## src/rtl/req_pending_pkg.sv

```systemverilog
// Shared sizing for the pending-request controller and its arbiter.
// Both sides import these so the port count and counter width stay in step.
package req_pending_pkg;
  localparam int NUM_PORTS = 5;
  localparam int CNT_W     = 3;
  localparam int MAX_PEND  = (1 << CNT_W) - 1;

  typedef logic [CNT_W-1:0] cnt_t;

  localparam cnt_t CNT_MAX = cnt_t'(MAX_PEND);
endpackage

```

## src/rtl/req_pending_ctrl_if.sv

```systemverilog
// Bundle between the requester/arbiter side (master) and the pending controller (slave).
// Handshake: push_i bits are one-cycle pulses that each add one pending request;
// req_o[i] is held while port i has a request not covered by this cycle's grant;
// gnt_i is the arbiter's registered answer to req_o and consumes one request per bit.
interface req_pending_ctrl_if;
  import req_pending_pkg::*;

  logic [NUM_PORTS-1:0]            push_i;
  logic                            flush_i;
  logic                            clr_err_i;
  logic [NUM_PORTS-1:0]            gnt_i;
  logic [NUM_PORTS-1:0]            req_o;
  logic [NUM_PORTS-1:0]            full_o;
  logic                            ovf_o;
  logic                            err_o;
  logic [NUM_PORTS-1:0][CNT_W-1:0] cnt_dbg;

  modport master (
    output push_i, flush_i, clr_err_i, gnt_i,
    input  req_o, full_o, ovf_o, err_o, cnt_dbg
  );

  modport slave (
    input  push_i, flush_i, clr_err_i, gnt_i,
    output req_o, full_o, ovf_o, err_o, cnt_dbg
  );
endinterface

```

## src/rtl/req_pending_slot.sv

```systemverilog
// One port's saturating pending counter with req/full decode and
// single-cycle overflow / spurious-grant pulses for the top to collect.
module req_pending_slot
  import req_pending_pkg::*;
(
  input  logic clk_i,
  input  logic rst_ni,
  input  logic push,
  input  logic gnt,
  input  logic flush,
  output cnt_t cnt,
  output logic req,
  output logic full,
  output logic ovf_pulse,
  output logic spur_pulse
);

  cnt_t cnt_q;
  cnt_t cnt_d;
  logic is_zero;
  logic is_max;

  assign is_zero = (cnt_q == '0);
  assign is_max  = (cnt_q == CNT_MAX);

  always_comb begin
    cnt_d      = cnt_q;
    ovf_pulse  = 1'b0;
    spur_pulse = 1'b0;
    if (flush) begin
      cnt_d = '0;
    end else begin
      unique case ({push, gnt})
        2'b10: begin
          if (is_max) ovf_pulse = 1'b1;
          else        cnt_d     = cnt_q + cnt_t'(1);
        end
        2'b01: begin
          if (is_zero) spur_pulse = 1'b1;
          else         cnt_d      = cnt_q - cnt_t'(1);
        end
        2'b11: begin
          // A grant on an empty port is spurious, but the push still lands.
          if (is_zero) begin
            spur_pulse = 1'b1;
            cnt_d      = cnt_t'(1);
          end
        end
        default: cnt_d = cnt_q;
      endcase
    end
  end

  always_ff @(posedge clk_i or negedge rst_ni) begin
    if (!rst_ni) cnt_q <= '0;
    else         cnt_q <= cnt_d;
  end

  // Request only when something remains after this cycle's grant; push is ignored here.
  assign req  = (cnt_q > cnt_t'(gnt));
  assign full = is_max;
  assign cnt  = cnt_q;

endmodule

```

## src/rtl/req_pending_ctrl.sv

```systemverilog
// Per-port pending-request counters feeding a registered fixed-priority arbiter,
// with sticky overflow and illegal-grant flags.
module req_pending_ctrl
  import req_pending_pkg::*;
(
  input  logic                 clk_i,
  input  logic                 rst_ni,
  req_pending_ctrl_if.slave    bus
);

  logic [NUM_PORTS-1:0] ovf_pulse;
  logic [NUM_PORTS-1:0] spur_pulse;
  logic                 multi_hot;
  logic                 ovf_set;
  logic                 err_set;
  logic                 ovf_q;
  logic                 err_q;

  for (genvar i = 0; i < NUM_PORTS; i++) begin : g_slot
    cnt_t slot_cnt;

    req_pending_slot u_slot (
      .clk_i      (clk_i),
      .rst_ni     (rst_ni),
      .push       (bus.push_i[i]),
      .gnt        (bus.gnt_i[i]),
      .flush      (bus.flush_i),
      .cnt        (slot_cnt),
      .req        (bus.req_o[i]),
      .full       (bus.full_o[i]),
      .ovf_pulse  (ovf_pulse[i]),
      .spur_pulse (spur_pulse[i])
    );

    assign bus.cnt_dbg[i] = slot_cnt;
  end

  // Clearing the lowest set bit leaves something only if two or more bits were set.
  assign multi_hot = ((bus.gnt_i & (bus.gnt_i - NUM_PORTS'(1))) != '0);

  // Slot pulses are already masked by flush; the multi-hot check is masked here.
  assign ovf_set = |ovf_pulse;
  assign err_set = (|spur_pulse) | (multi_hot & ~bus.flush_i);

  always_ff @(posedge clk_i or negedge rst_ni) begin
    if (!rst_ni) begin
      ovf_q <= 1'b0;
      err_q <= 1'b0;
    end else begin
      if (ovf_set)             ovf_q <= 1'b1;
      else if (bus.clr_err_i)  ovf_q <= 1'b0;
      if (err_set)             err_q <= 1'b1;
      else if (bus.clr_err_i)  err_q <= 1'b0;
    end
  end

  assign bus.ovf_o = ovf_q;
  assign bus.err_o = err_q;

endmodule

```

## src/flat_wrapper.sv

```systemverilog
// flat-port wrapper written by rule: the top's interface ports become plain ports
module req_pending_ctrl_flat import req_pending_pkg::*;
  (clk_i, rst_ni, bus_push_i, bus_flush_i, bus_clr_err_i, bus_gnt_i, bus_req_o, bus_full_o, bus_ovf_o, bus_err_o, bus_cnt_dbg);
  req_pending_ctrl_if bus_i ();
  input  logic clk_i;
  input  logic rst_ni;
  input wire logic [$bits(bus_i.push_i)-1:0] bus_push_i;
  input wire logic [$bits(bus_i.flush_i)-1:0] bus_flush_i;
  input wire logic [$bits(bus_i.clr_err_i)-1:0] bus_clr_err_i;
  input wire logic [$bits(bus_i.gnt_i)-1:0] bus_gnt_i;
  output wire logic [$bits(bus_i.req_o)-1:0] bus_req_o;
  output wire logic [$bits(bus_i.full_o)-1:0] bus_full_o;
  output wire logic [$bits(bus_i.ovf_o)-1:0] bus_ovf_o;
  output wire logic [$bits(bus_i.err_o)-1:0] bus_err_o;
  output wire logic [$bits(bus_i.cnt_dbg)-1:0] bus_cnt_dbg;
  assign bus_i.push_i = bus_push_i;
  assign bus_i.flush_i = bus_flush_i;
  assign bus_i.clr_err_i = bus_clr_err_i;
  assign bus_i.gnt_i = bus_gnt_i;
  assign bus_req_o = bus_i.req_o;
  assign bus_full_o = bus_i.full_o;
  assign bus_ovf_o = bus_i.ovf_o;
  assign bus_err_o = bus_i.err_o;
  assign bus_cnt_dbg = bus_i.cnt_dbg;
  req_pending_ctrl u_core (.clk_i(clk_i), .rst_ni(rst_ni), .bus(bus_i));
endmodule
```

## config.mk

```make
export PLATFORM = sky130hd
export DESIGN_NAME = req_pending_ctrl_flat
export DESIGN_NICKNAME = d
export VERILOG_FILES = /design/src/rtl/req_pending_pkg.sv /design/src/rtl/req_pending_ctrl_if.sv /design/src/rtl/req_pending_slot.sv /design/src/rtl/req_pending_ctrl.sv /design/src/flat_wrapper.sv
export SDC_FILE = /design/constraint.sdc
export NUM_CORES = 1
export LEC_CHECK = 0
export BUFFER_PORTS_ARGS = -buffer_cell sky130_fd_sc_hd__buf_2
export CORE_MARGIN = 2
export CORE_UTILIZATION = 54
export CTS_CLUSTER_SIZE = 10
export DETAILED_ROUTE_END_ITERATION = 10
export GPL_TIMING_DRIVEN = 1
export PLACE_DENSITY_LB_ADDON = 0.25
export SYNTH_ARGS = -nofsm -noshare
export SYNTH_HDL_FRONTEND = slang
export SYNTH_SLANG_ARGS = --single-unit
```

## constraint.sdc

```tcl
create_clock -name clk_i -period 2.18 [get_ports clk_i]
set_input_delay 0.436 -clock clk_i [delete_from_list [all_inputs] [get_ports clk_i]]
set_output_delay 0.436 -clock clk_i [all_outputs]
set_load 0.01 [all_outputs]
```

==> impl_metrics.json <==
{
  "clockPowerShare": 0.168,
  "synth_compound_gate_area_share": 0.212,
  "adder_and_majority_cell_fraction_of_the_synthesized_area": 0.208,
  "seq_power_share": 0.395,
  "setup_slack_of_the_worst_register_to_register_path_ns": 0.35,
  "slew_headroom": 0.737,
  "synth-simple-area-share": 0.221,
  "postCtsHoldBufs": 0,
  "final-setup-viol-count": 0,
  "grt_pass1_wl_mm": 6.21,
  "floorplan.die.height_um": 60.6,
  "synth_area_per_cell_um2": 8.78,
  "ant_nets_after_route": 0,
  "finalNetCount": 269,
  "placementRows": 20,
  "final.fill_count": 287,
  "cts_root_buffer": "sky130_fd_sc_hd__clkbuf_4",
  "maxSlewViolCount": 0,
  "synth_area_leader_cell": "sky130_fd_sc_hd__dfrtp_1",
  "synthesis.area_mm2": 0.00173,
  "timing.critical_path.from_type": "register",
  "setup.worst_path.end_class": "output port",
  "number_of_antenna_violations_at_the_first_check_in_global_routing": 0,
  "clk_latency_ns": 0.30,
  "post_synth_num_cell_types": 54,
  "synthMuxAreaShare": 0,
  "cts_tree": "done",
  "yosys_warnings": 0,
  "start_util": 0.567,
  "synth-xor-area-share": 0.0101,
  "yosys_register_bits": 17,
  "placer_s_final_routability_congestion_estimate": 0.846,
  "syn-instance-count": 197,
  "maxUsedRoutingLayer": "met4",
  "wl_met1_mm": 1.80,
  "ir_worst_vdd_v": 0.000449,
  "main_combinational_cell_family_by_area_after_synthesis": "simple AND/OR/NAND/NOR gates",
  "timing.max_cap.violations": 0,
  "postLayoutCoreUtil": 0.634,
  "timing.final.crit_share": 0.893,
  "finalWorstSetupSlack_ns": 0.233,
  "cts_max_path_buffers": 2,
  "overflow": 0,
  "place_hpwl_mm": 2.82,
  "p_int_w": 0.000637,
  "wl_met2_mm": 1.73,
  "synth_top_cells_by_area": "sky130_fd_sc_hd__dfrtp_1 25%, sky130_fd_sc_hd__ha_1 14%, sky130_fd_sc_hd__fa_1 5.8%",
  "maximum_number_of_pins_on_one_net_before_global_route_repair": 19,
  "power.density_cell_area_mw_per_mm2": 564,
  "design.portCount": 41,
  "clock.fmax_mhz": 513,
  "netSwitchingFraction": 0.416,
  "status": "complete, no violations",
  "worst_setup_path_endpoint": "bus_req_o[3]",
  "reg2reg_depth": 5,
  "ys.flop_type": "sky130_fd_sc_hd__dfrtp_1",
  "post-synth-top-count-cell": "sky130_fd_sc_hd__inv_1",
  "setup_repair_after_global_routing_missed_its_margin": "false",
  "htree_levels": 1,
  "dieArea_mm2": 0.00367,
  "vias": 1554,
  "cp-startpoint": "u_core.g_slot[3].u_slot.cnt[0]",
  "net-switching-power_w": 0.000454,
  "drt_pass1_iterations": 6,
  "r2r-end": "u_core.g_slot[3].u_slot.cnt[2]",
  "antennaDiodeCount": 0,
  "initialDrtViolationCount": 70,
  "worst_pin_slew_ns": 0.385,
  "rr_startpoint": "u_core.g_slot[3].u_slot.cnt[0]",
  "timing.critical_path.arrival_ns": 1.51,
  "timing_worst_setup_path_type": "reg -> out",
  "core_mm2": 0.00305,
  "synth-async-reset-ratio": 1.00,
  "hold_path.class": "in -> async",
  "number_of_enable_type_register_cells_in_the_synthesized_netlist": 0,
  "yosysTopAreaCellShare": 0.246,
  "combinationalPowerShare": 0.437,
  "portBuffers": 40,
  "flow.area_growth_from_synthesis_pct": 11.8,
  "cts.clk_slew.worst_paths_ns": 0.11,
  "tns_ns": 0,
  "post_placement_worst_setup_slack_ns": 0.120,
  "yosys-top-cells-count": "24 x sky130_fd_sc_hd__inv_1, 20 x sky130_fd_sc_hd__ha_1, 17 x sky130_fd_sc_hd__dfrtp_1",
  "global_route.usage.total": 0.223,
  "post_drt_via_cell_ratio": 5.69,
  "worst_clock_skew_ns": 0.00467,
  "hold-worst-slack_ns": 0.0416,
  "grt_pass1_vias": 1389,
  "maximum_net_fanout_on_the_critical_path": 7,
  "tritoncts.num_buffers": 3,
  "cp_data_required_time_ns": 1.74,
  "die_x_um": 60.6,
  "drt-wirelength-per-cell_um": 13.6,
  "wl_mm": 3.72,
  "remaining_drc_errors": 0,
  "clock_sink_total": 17,
  "met3_wirelength_um": 175,
  "report.final.hold_viol_count": 0,
  "final_worst_path_period_need_ns": 1.95,
  "syn_nets": 236,
  "final_layout_size_suffix_gt1_frac": 0.231,
  "synth_seq_area_share": 0.246,
  "static-leakage-power_nw": 0.949
}
[power by group through the flow]
stage	logic (W)	registers [W]	clock network, W
after floorplan	0.000348	0.000441	0
after global placement	0.000470	0.000436	0
after detailed placement	0.000477	0.000437	0
after CTS	0.000479	0.000430	0.000189
after global routing	0.000546	0.000443	0.000199
final	0.000477	0.000431	0.000183
[cell families after synthesis]
family,Yosys count
AND/OR/NAND/NOR,66
AO/OA/AOI/OAI,49
buffers and inverters,37
adder cells (fa/ha/maj),26
flip-flops,17
XOR/XNOR,2
[metrics by stage]
stage               power, W  instances  area [µm²]
global route         0.00119        273        1930
CTS                  0.00110        273        1930
floorplan           0.000789        197        1730
detailed placement  0.000914        269        1910
finish               0.00109        273        1930
global placement    0.000905        269        1910
[critical path: stages, from the launching register on]
cell and delay [ns]:
sky130_fd_sc_hd__dfrtp_2 0.47, sky130_fd_sc_hd__inv_1 0.16, sky130_fd_sc_hd__ha_1 0.25, sky130_fd_sc_hd__o21ai_0 0.17, sky130_fd_sc_hd__buf_2 0.16
[how the worst min path moves through the flow]
stage | startpoint | endpoint | cells past startpoint | slack (ns)
floorplan | rst_ni | u_core.bus.err_o | 0 | 0.14
global placement | rst_ni | u_core.g_slot[1].u_slot.cnt[2] | 1 | 0.39
detailed placement | rst_ni | u_core.g_slot[1].u_slot.cnt[2] | 1 | 0.39
CTS | rst_ni | u_core.g_slot[1].u_slot.cnt[2] | 1 | 0.05
global route | rst_ni | u_core.g_slot[1].u_slot.cnt[2] | 1 | 0.07
finish | rst_ni | u_core.g_slot[4].u_slot.cnt[0] | 1 | 0.04
[per-layer routing]
metal,vias to the layer above,track usage
met2,48,0.349
met1,733,0.316
met5,-,0
met3,2,0.0384
met4,0,0.0683
li1,771,-
[layout by cell type, fill, tap and decap left out, types with 2 or more instances in the layout]
master	n
sky130_fd_sc_hd__a21oi_1	5
sky130_fd_sc_hd__nor2_1	15
sky130_fd_sc_hd__or3_1	5
sky130_fd_sc_hd__o211ai_2	2
sky130_fd_sc_hd__dfrtp_1	16
sky130_fd_sc_hd__o32ai_1	2
sky130_fd_sc_hd__or4b_1	2
sky130_fd_sc_hd__and3_1	4
sky130_fd_sc_hd__buf_2	40
sky130_fd_sc_hd__a311oi_1	4
sky130_fd_sc_hd__clkbuf_4	3
sky130_fd_sc_hd__fa_1	5
sky130_fd_sc_hd__inv_1	24
sky130_fd_sc_hd__nand3b_1	2
sky130_fd_sc_hd__nor3_1	5
sky130_fd_sc_hd__nand2b_1	8
sky130_fd_sc_hd__o21ai_0	14
sky130_fd_sc_hd__o21bai_1	2
sky130_fd_sc_hd__a211oi_1	2
sky130_fd_sc_hd__nand2_1	6
sky130_fd_sc_hd__a31oi_1	3
sky130_fd_sc_hd__nand4_1	6
sky130_fd_sc_hd__nand3_1	3
sky130_fd_sc_hd__ha_1	20
[cell type report]
class | count | area (µm²) | share of cell area
clock buffers | 3 | 22.5 | 0.0116
multi-input cells | 143 | 1130 | 0.583
flip-flops and latches | 17 | 427 | 0.221
well taps | 44 | 55.1 | 0.0285
clock inverters | 1 | 5.00 | 0.00259
inverters | 24 | 90.1 | 0.0466
repair buffers | 41 | 208 | 0.107
[registers in the layout, summed over array words and instances (netlist names)]
signal                    cells
u_core.g_slot.u_slot.cnt     15
u_core.bus.err_o              1
u_core.bus.ovf_o              1
[what timing repair did]
action                                  4_1_cts  5_1_grt
buffers inserted                              0        0
resized for setup                             0        1
endpoints found under the setup margin        0        1
Note: power is estimated with default switching activity, not from simulation.
